File: config.mk
export PLATFORM = sky130hd
export DESIGN_NAME = winewhite_feature_loader_flat
export DESIGN_NICKNAME = d
export VERILOG_FILES = /design/src/rtl/bnn_loader_pkg.sv /design/src/rtl/winewhite_feature_loader_if.sv /design/src/rtl/bnn_loader_timer.sv /design/src/rtl/winewhite_feature_loader.sv /design/src/flat_wrapper.sv
export SDC_FILE = /design/constraint.sdc
export NUM_CORES = 1
export LEC_CHECK = 0
export ABC_AREA = 1
export CORE_MARGIN = 2
export CORE_UTILIZATION = 41
export CTS_BUF_LIST = sky130_fd_sc_hd__clkbuf_4
export CTS_CLUSTER_DIAMETER = 30
export DETAILED_ROUTE_END_ITERATION = 8
export PLACE_DENSITY = 0.67
export SLEW_MARGIN = 5
export SYNTH_ARGS = -nofsm -noshare
export SYNTH_HDL_FRONTEND = slang
export SYNTH_SLANG_ARGS = --single-unit
export TNS_END_PERCENT = 100
File: constraint.sdc
create_clock -name clk -period 2 [get_ports clk]
set_input_delay 0.6 -clock clk [delete_from_list [all_inputs] [get_ports clk]]
set_output_delay 0.6 -clock clk [all_outputs]
set_load 0.05 [all_outputs]
File: src/rtl/bnn_loader_pkg.sv
// Shared types and wine-white defaults for the BNN feature loader.
package bnn_loader_pkg;

  // Defaults for the wine-white classifier.
  localparam int unsigned WW_FEAT_CNT  = 11;
  localparam int unsigned WW_FEAT_BITS = 4;
  localparam int unsigned WW_CLASS_CNT = 7;

  typedef enum logic [1:0] {
    StLoad    = 2'd0,
    StFull    = 2'd1,
    StDiscard = 2'd2
  } loader_state_e;

endpackage

File: src/rtl/winewhite_feature_loader_if.sv
// Beat stream in, packed feature vector out.
// master: upstream source plus feature consumer; slave: the loader.
interface winewhite_feature_loader_if
  import bnn_loader_pkg::*;
#(
  parameter int unsigned FEAT_CNT  = WW_FEAT_CNT,
  parameter int unsigned FEAT_BITS = WW_FEAT_BITS
);

  logic                          in_valid;
  logic                          in_ready;
  logic [FEAT_BITS-1:0]          in_data;
  logic                          in_last;
  logic [FEAT_CNT*FEAT_BITS-1:0] features;
  logic                          feat_valid;
  logic                          feat_ready;
  logic                          frame_err;

  modport master (
    output in_valid, in_data, in_last, feat_ready,
    input  in_ready, features, feat_valid, frame_err
  );

  modport slave (
    input  in_valid, in_data, in_last, feat_ready,
    output in_ready, features, feat_valid, frame_err
  );

endinterface

File: src/rtl/bnn_loader_timer.sv
// Idle-cycle watchdog: expires after TIMEOUT_CYCLES consecutive enabled cycles
// without an accepted beat.
module bnn_loader_timer #(
  parameter int unsigned TIMEOUT_CYCLES = 64
) (
  input  logic clk,
  input  logic rst,
  input  logic en_i,
  input  logic beat_i,
  output logic expire_o
);

  localparam int unsigned IdleW = (TIMEOUT_CYCLES > 1) ? $clog2(TIMEOUT_CYCLES + 1) : 1;
  localparam logic [IdleW-1:0] IdleLast = IdleW'(TIMEOUT_CYCLES - 1);

  logic [IdleW-1:0] idle_q, idle_d;

  // Expiry on the cycle that would complete the TIMEOUT_CYCLES-th idle cycle.
  always_comb begin
    expire_o = en_i & ~beat_i & (idle_q == IdleLast);
    idle_d   = idle_q + IdleW'(1);
    if (!en_i || beat_i || expire_o) begin
      idle_d = '0;
    end
  end

  // Idle counter state.
  always_ff @(posedge clk) begin
    if (rst) begin
      idle_q <= '0;
    end else begin
      idle_q <= idle_d;
    end
  end

endmodule

File: src/rtl/winewhite_feature_loader.sv
// Collects FEAT_CNT beats MSB-first into a packed feature vector and holds it
// for the BNN classifier until the consumer handshakes.
// Optional build macro: LOADER_TIMEOUT_EN adds an idle timeout that abandons
// partial frames after TIMEOUT_CYCLES cycles without a beat.
module winewhite_feature_loader
  import bnn_loader_pkg::*;
#(
  parameter int unsigned FEAT_CNT       = WW_FEAT_CNT,
  parameter int unsigned FEAT_BITS      = WW_FEAT_BITS,
  parameter int unsigned TIMEOUT_CYCLES = 64
) (
  input  logic                       clk,
  input  logic                       rst,
  winewhite_feature_loader_if.slave  bus
);

  localparam int unsigned CntW = (FEAT_CNT > 1) ? $clog2(FEAT_CNT) : 1;
  localparam logic [CntW-1:0] CntLast = CntW'(FEAT_CNT - 1);

  loader_state_e                        state_q;
  logic [CntW-1:0]                      cnt_q;
  logic [FEAT_CNT-1:0][FEAT_BITS-1:0]   feat_q;
  logic                                 feat_valid_q;
  logic                                 frame_err_q;
  logic                                 in_ready_q;

  logic            in_ready;
  logic            beat;
  logic [CntW-1:0] feat_idx;
  logic            timeout;

  // in_ready is forced low combinationally while rst is high so it can be
  // high in the very first cycle after reset is released.
  assign in_ready = in_ready_q & ~rst;
  assign beat     = bus.in_valid & in_ready;
  // Beat k lands in feature FEAT_CNT-1-k, so the first beat is the MSBs.
  assign feat_idx = CntLast - cnt_q;

  assign bus.in_ready   = in_ready;
  assign bus.features   = feat_q;
  assign bus.feat_valid = feat_valid_q;
  assign bus.frame_err  = frame_err_q;

`ifdef LOADER_TIMEOUT_EN
  logic timer_en;

  assign timer_en = ((state_q == StLoad) && (cnt_q != '0)) || (state_q == StDiscard);

  bnn_loader_timer #(
    .TIMEOUT_CYCLES (TIMEOUT_CYCLES)
  ) u_timer (
    .clk      (clk),
    .rst      (rst),
    .en_i     (timer_en),
    .beat_i   (beat),
    .expire_o (timeout)
  );
`else
  logic unused_timeout_cycles;

  assign timeout               = 1'b0;
  assign unused_timeout_cycles = ^TIMEOUT_CYCLES;
`endif

  // Loader FSM with registered handshake and error outputs.
  always_ff @(posedge clk) begin
    if (rst) begin
      state_q      <= StLoad;
      cnt_q        <= '0;
      feat_q       <= '0;
      feat_valid_q <= 1'b0;
      frame_err_q  <= 1'b0;
      in_ready_q   <= 1'b1;
    end else begin
      frame_err_q <= 1'b0;
      if (timeout) begin
        frame_err_q <= 1'b1;
        cnt_q       <= '0;
        state_q     <= StLoad;
        in_ready_q  <= 1'b1;
      end else begin
        unique case (state_q)
          StLoad: begin
            if (beat) begin
              feat_q[feat_idx] <= bus.in_data;
              if (cnt_q == CntLast) begin
                cnt_q <= '0;
                if (bus.in_last) begin
                  state_q      <= StFull;
                  feat_valid_q <= 1'b1;
                  in_ready_q   <= 1'b0;
                end else begin
                  // Too many beats: drop the rest of this frame.
                  frame_err_q <= 1'b1;
                  state_q     <= StDiscard;
                end
              end else if (bus.in_last) begin
                // Short frame: restart collection from the next beat.
                frame_err_q <= 1'b1;
                cnt_q       <= '0;
              end else begin
                cnt_q <= cnt_q + CntW'(1);
              end
            end
          end
          StFull: begin
            if (bus.feat_ready) begin
              state_q      <= StLoad;
              feat_valid_q <= 1'b0;
              in_ready_q   <= 1'b1;
            end
          end
          StDiscard: begin
            if (beat && bus.in_last) begin
              state_q <= StLoad;
              cnt_q   <= '0;
            end
          end
          default: begin
            state_q    <= StLoad;
            cnt_q      <= '0;
            in_ready_q <= 1'b1;
          end
        endcase
      end
    end
  end

endmodule

File: src/flat_wrapper.sv
// flat-port wrapper written by rule: the top's interface ports become plain ports
module winewhite_feature_loader_flat import bnn_loader_pkg::*;
#(
  parameter int unsigned FEAT_CNT       = WW_FEAT_CNT,
  parameter int unsigned FEAT_BITS      = WW_FEAT_BITS,
  parameter int unsigned TIMEOUT_CYCLES = 64
)
  (clk, rst, bus_in_valid, bus_in_data, bus_in_last, bus_feat_ready, bus_in_ready, bus_features, bus_feat_valid, bus_frame_err);
  winewhite_feature_loader_if #(.FEAT_CNT(FEAT_CNT), .FEAT_BITS(FEAT_BITS)) bus_i ();
  input  logic clk;
  input  logic rst;
  input wire logic [$bits(bus_i.in_valid)-1:0] bus_in_valid;
  input wire logic [$bits(bus_i.in_data)-1:0] bus_in_data;
  input wire logic [$bits(bus_i.in_last)-1:0] bus_in_last;
  input wire logic [$bits(bus_i.feat_ready)-1:0] bus_feat_ready;
  output wire logic [$bits(bus_i.in_ready)-1:0] bus_in_ready;
  output wire logic [$bits(bus_i.features)-1:0] bus_features;
  output wire logic [$bits(bus_i.feat_valid)-1:0] bus_feat_valid;
  output wire logic [$bits(bus_i.frame_err)-1:0] bus_frame_err;
  assign bus_i.in_valid = bus_in_valid;
  assign bus_i.in_data = bus_in_data;
  assign bus_i.in_last = bus_in_last;
  assign bus_i.feat_ready = bus_feat_ready;
  assign bus_in_ready = bus_i.in_ready;
  assign bus_features = bus_i.features;
  assign bus_feat_valid = bus_i.feat_valid;
  assign bus_frame_err = bus_i.frame_err;
  winewhite_feature_loader #(.FEAT_CNT(FEAT_CNT), .FEAT_BITS(FEAT_BITS), .TIMEOUT_CYCLES(TIMEOUT_CYCLES)) u_core (.clk(clk), .rst(rst), .bus(bus_i));
endmodule
==> reports/metrics.yaml, run 1 <==
clock_tree:
  cts.sinks: 53
  numCtsBuffers: 5
  cts_max_level: 2
  cts_setup_buffers: 0
  cts_tree: "built"
  clk_latency_ns: 0.36
  clk_pin_slew_worst_paths_ns: 0.15
  clk_path_buf_depth: 2
  cts_root_buf: "clkbuf_4"
sta:
  tns_ns: 0
  finalCritPeriodShare_pct: 88.7
  skew_ns: 0.0140
  maxSlewHeadroom_pct: 69.7
  hold_ws_ns: 0.457
  finalHoldViolCount: 0
  rsz0062_at_grt: "false"
  fin_ws_ns: 0.227
  tightest_slew_ns: 0.455
  fmax_ghz: 0.564
  slew_viol_final: 0
  setup_viol: 0
  period_needed_ns: 1.77
die:
  num_rows: 28
  core_area_um2: 5850
  fp.dieW_um: 81.1
  dieArea_um2: 6580
  die_h_um: 81.1
  start_util_pct: 41.7
  num_io_pins: 56
global_routing:
  use_met1_pct: 21.6
  antenna_found_initial: 0
  top_usage_layer: "met2"
  gr-usage-met3_pct: 3.67
  grt_max_degree: 31
  gr-usage-met2_pct: 27.9
  grt_pass1_wl_um: 8500
  grt_overflow: 0
  first_global_vias: 1865
  grt.total_usage_pct: 16.5
route:
  finalWirelength_um: 5170
  dr.pass1.iters: 4
  vias: 2158
  drc_errors: 0
  wire_per_inst_um: 10.6
  drtIter0Drc: 98
  ant_nets: 0
  drt-vias-per-instance: 4.44
setup_path:
  r2r_start: "u_core.cnt_q[0]"
  end_kind: "output pin"
  startpoint: "u_core.in_ready_q"
  cp_data_arrival_time_ns: 1.17
  crit_type: "reg -> out"
  start_kind: "flip-flop"
  cp_max_fo: 5
  worstPathRequired_ns: 1.40
cells_and_area:
  drive_above_1_share_pct: 21.9
  nets: 426
  areaGrowthSynthToFinish_pct: 25.7
  n_antenna_cell: 0
  final_cell_mix: "nand2_1, nor2_1, buf_4"
  fin_util_pct: 52.4
  final_cell_area_um2: 3070
  layout_commonest_cell: "nand2_1"
placement:
  preCtsSetupSlack_ns: -0.0852
  dp_hpwl_um: 3880
  io_buffer_count: 55
  gp_congestion: 0.854
  placedInstanceArea_um2: 3010
hold_path:
  hold_path_startpoint: "u_core.bus.feat_valid"
  hp-class: "reg -> reg"
synthesis:
  avgSynthCellArea_um2: 6.99
  synth_area_um2: 2440
  synth_cells: 349
  yosys_warnings: 0
  synthFlopType: "dfxtp_1"
  yosysSeqAreaShare_pct: 43.5
  async_reset_ff_share_pct: 0
  yosysUniqueCellTypes: 24
  syn_nets: 364
  synth-edff-count: 0
  ys_ff_latch: 53
power_and_ir_drop:
  power.share.sequential_pct: 60.9
  switching_power_mw: 0.494
  p_sw_share_pct: 27.8
  clock_power_share_pct: 25.6
  p_int_mw: 1.28
  irDropWorstVdd_v: 0.000311
  pwr_density_cell_nw_per_um2: 580
  p_leak_nw: 1.42
  p_comb_share_pct: 13.5
flow_run:
  cap_viol_max_count: 0
run_status:
  status: "finished clean"
[final cells by class]
| cell class | instances | area (um2) |
|---|---|---|
| clock buffer | 5 | 37.5 |
| clock inverter | 2 | 11.3 |
| fill | 589 | 2790 |
| inverter | 19 | 71.3 |
| multi-input combinational | 268 | 1270 |
| sequential | 53 | 1060 |
| tap | 75 | 93.8 |
| timing repair buffer | 64 | 515 |
[routing by layer]
metal | share of wire, % | vias up
met1 | 49 | 930
met3 | 4.7 | 4
li1 | - | 1181
met4 | 0.75 | 0
met5 | 0 | -
met2 | 45 | 43
[Yosys cell counts, types with 2 or more instances]
cell,n,area [um2]
nand3_2,3,30.0
nor2_1,95,357
inv_1,16,60.1
dfxtp_1,53,1060
nor2_2,2,12.5
ha_1,6,75.1
nor2_4,11,124
nand3_1,10,50.1
nand2_2,3,18.8
nand2_4,3,33.8
buf_1,2,7.51
inv_2,3,11.3
clkbuf_1,7,26.3
a21oi_1,5,25.0
nand4_1,4,25.0
nand2_1,118,443
[logic make-up after synthesis]
| family | count (synthesis) | synth area share [%] |
|---|---|---|
| XOR/XNOR | 2 | 0.718 |
| AO/OA/AOI/OAI | 7 | 1.54 |
| flip-flops | 53 | 43.5 |
| buffers and inverters | 28 | 4.31 |
| adder cells (fa/ha/maj) | 6 | 3.08 |
| AND/OR/NAND/NOR | 253 | 46.8 |
[worst max-delay path, stage by stage (launching register included)]
cell,delay [ns]
dfxtp_1,0.44
inv_1,0.08
nor2_2,0.15
buf_12,0.15
[sequential cells by signal, indices dropped and copies added, names as in the netlist]
register,count
u_core.cnt_q,4
u_core.bus.feat_valid,1
u_core.bus.frame_err,1
u_core.state_q,2
u_core.in_ready_q,1
u_core.bus.features,44
[repair_timing]
action                     4_1_cts  5_1_grt
pin swaps                        0        1
gates cloned                     0        0
hold buffers                     0        0
setup endpoints to repair        1        1
resized for setup                1        1
[power by group through the flow]
| stage | Combinational, mW | Clock, mW | Sequential (mW) |
|---|---|---|---|
| detailed placement | 0.242 | 0 | 1.11 |
| global placement | 0.240 | 0 | 1.11 |
| CTS | 0.243 | 0.474 | 1.08 |
| finish | 0.240 | 0.454 | 1.08 |
| floorplan | 0.118 | 0 | 1.15 |
| global route | 0.266 | 0.517 | 1.09 |
[path summary, 6_finish.rpt]
check	endpoint	slack, ns	depth (start not counted)
setup / recovery	bus_in_ready	0.23	3
hold / removal	u_core.bus.feat_valid	0.46	2
hold reg to reg	u_core.bus.feat_valid	0.46	2
setup reg to reg	u_core.bus.features[2]	0.31	7
[per-stage QoR]
stage	cells	power, mW
2_1_floorplan	349	1.27
3_3_place_gp	479	1.35
3_5_place_dp	479	1.35
4_1_cts	486	1.80
5_1_grt	486	1.87
6_report	486	1.78
Power figures use the tool's default switching activity.
==> run 2: changes to the inputs <==
CAP_MARGIN = 20   (was default)
==> results of run 2 <==
Final layout, timing and power as in run 1 (identical DEF).
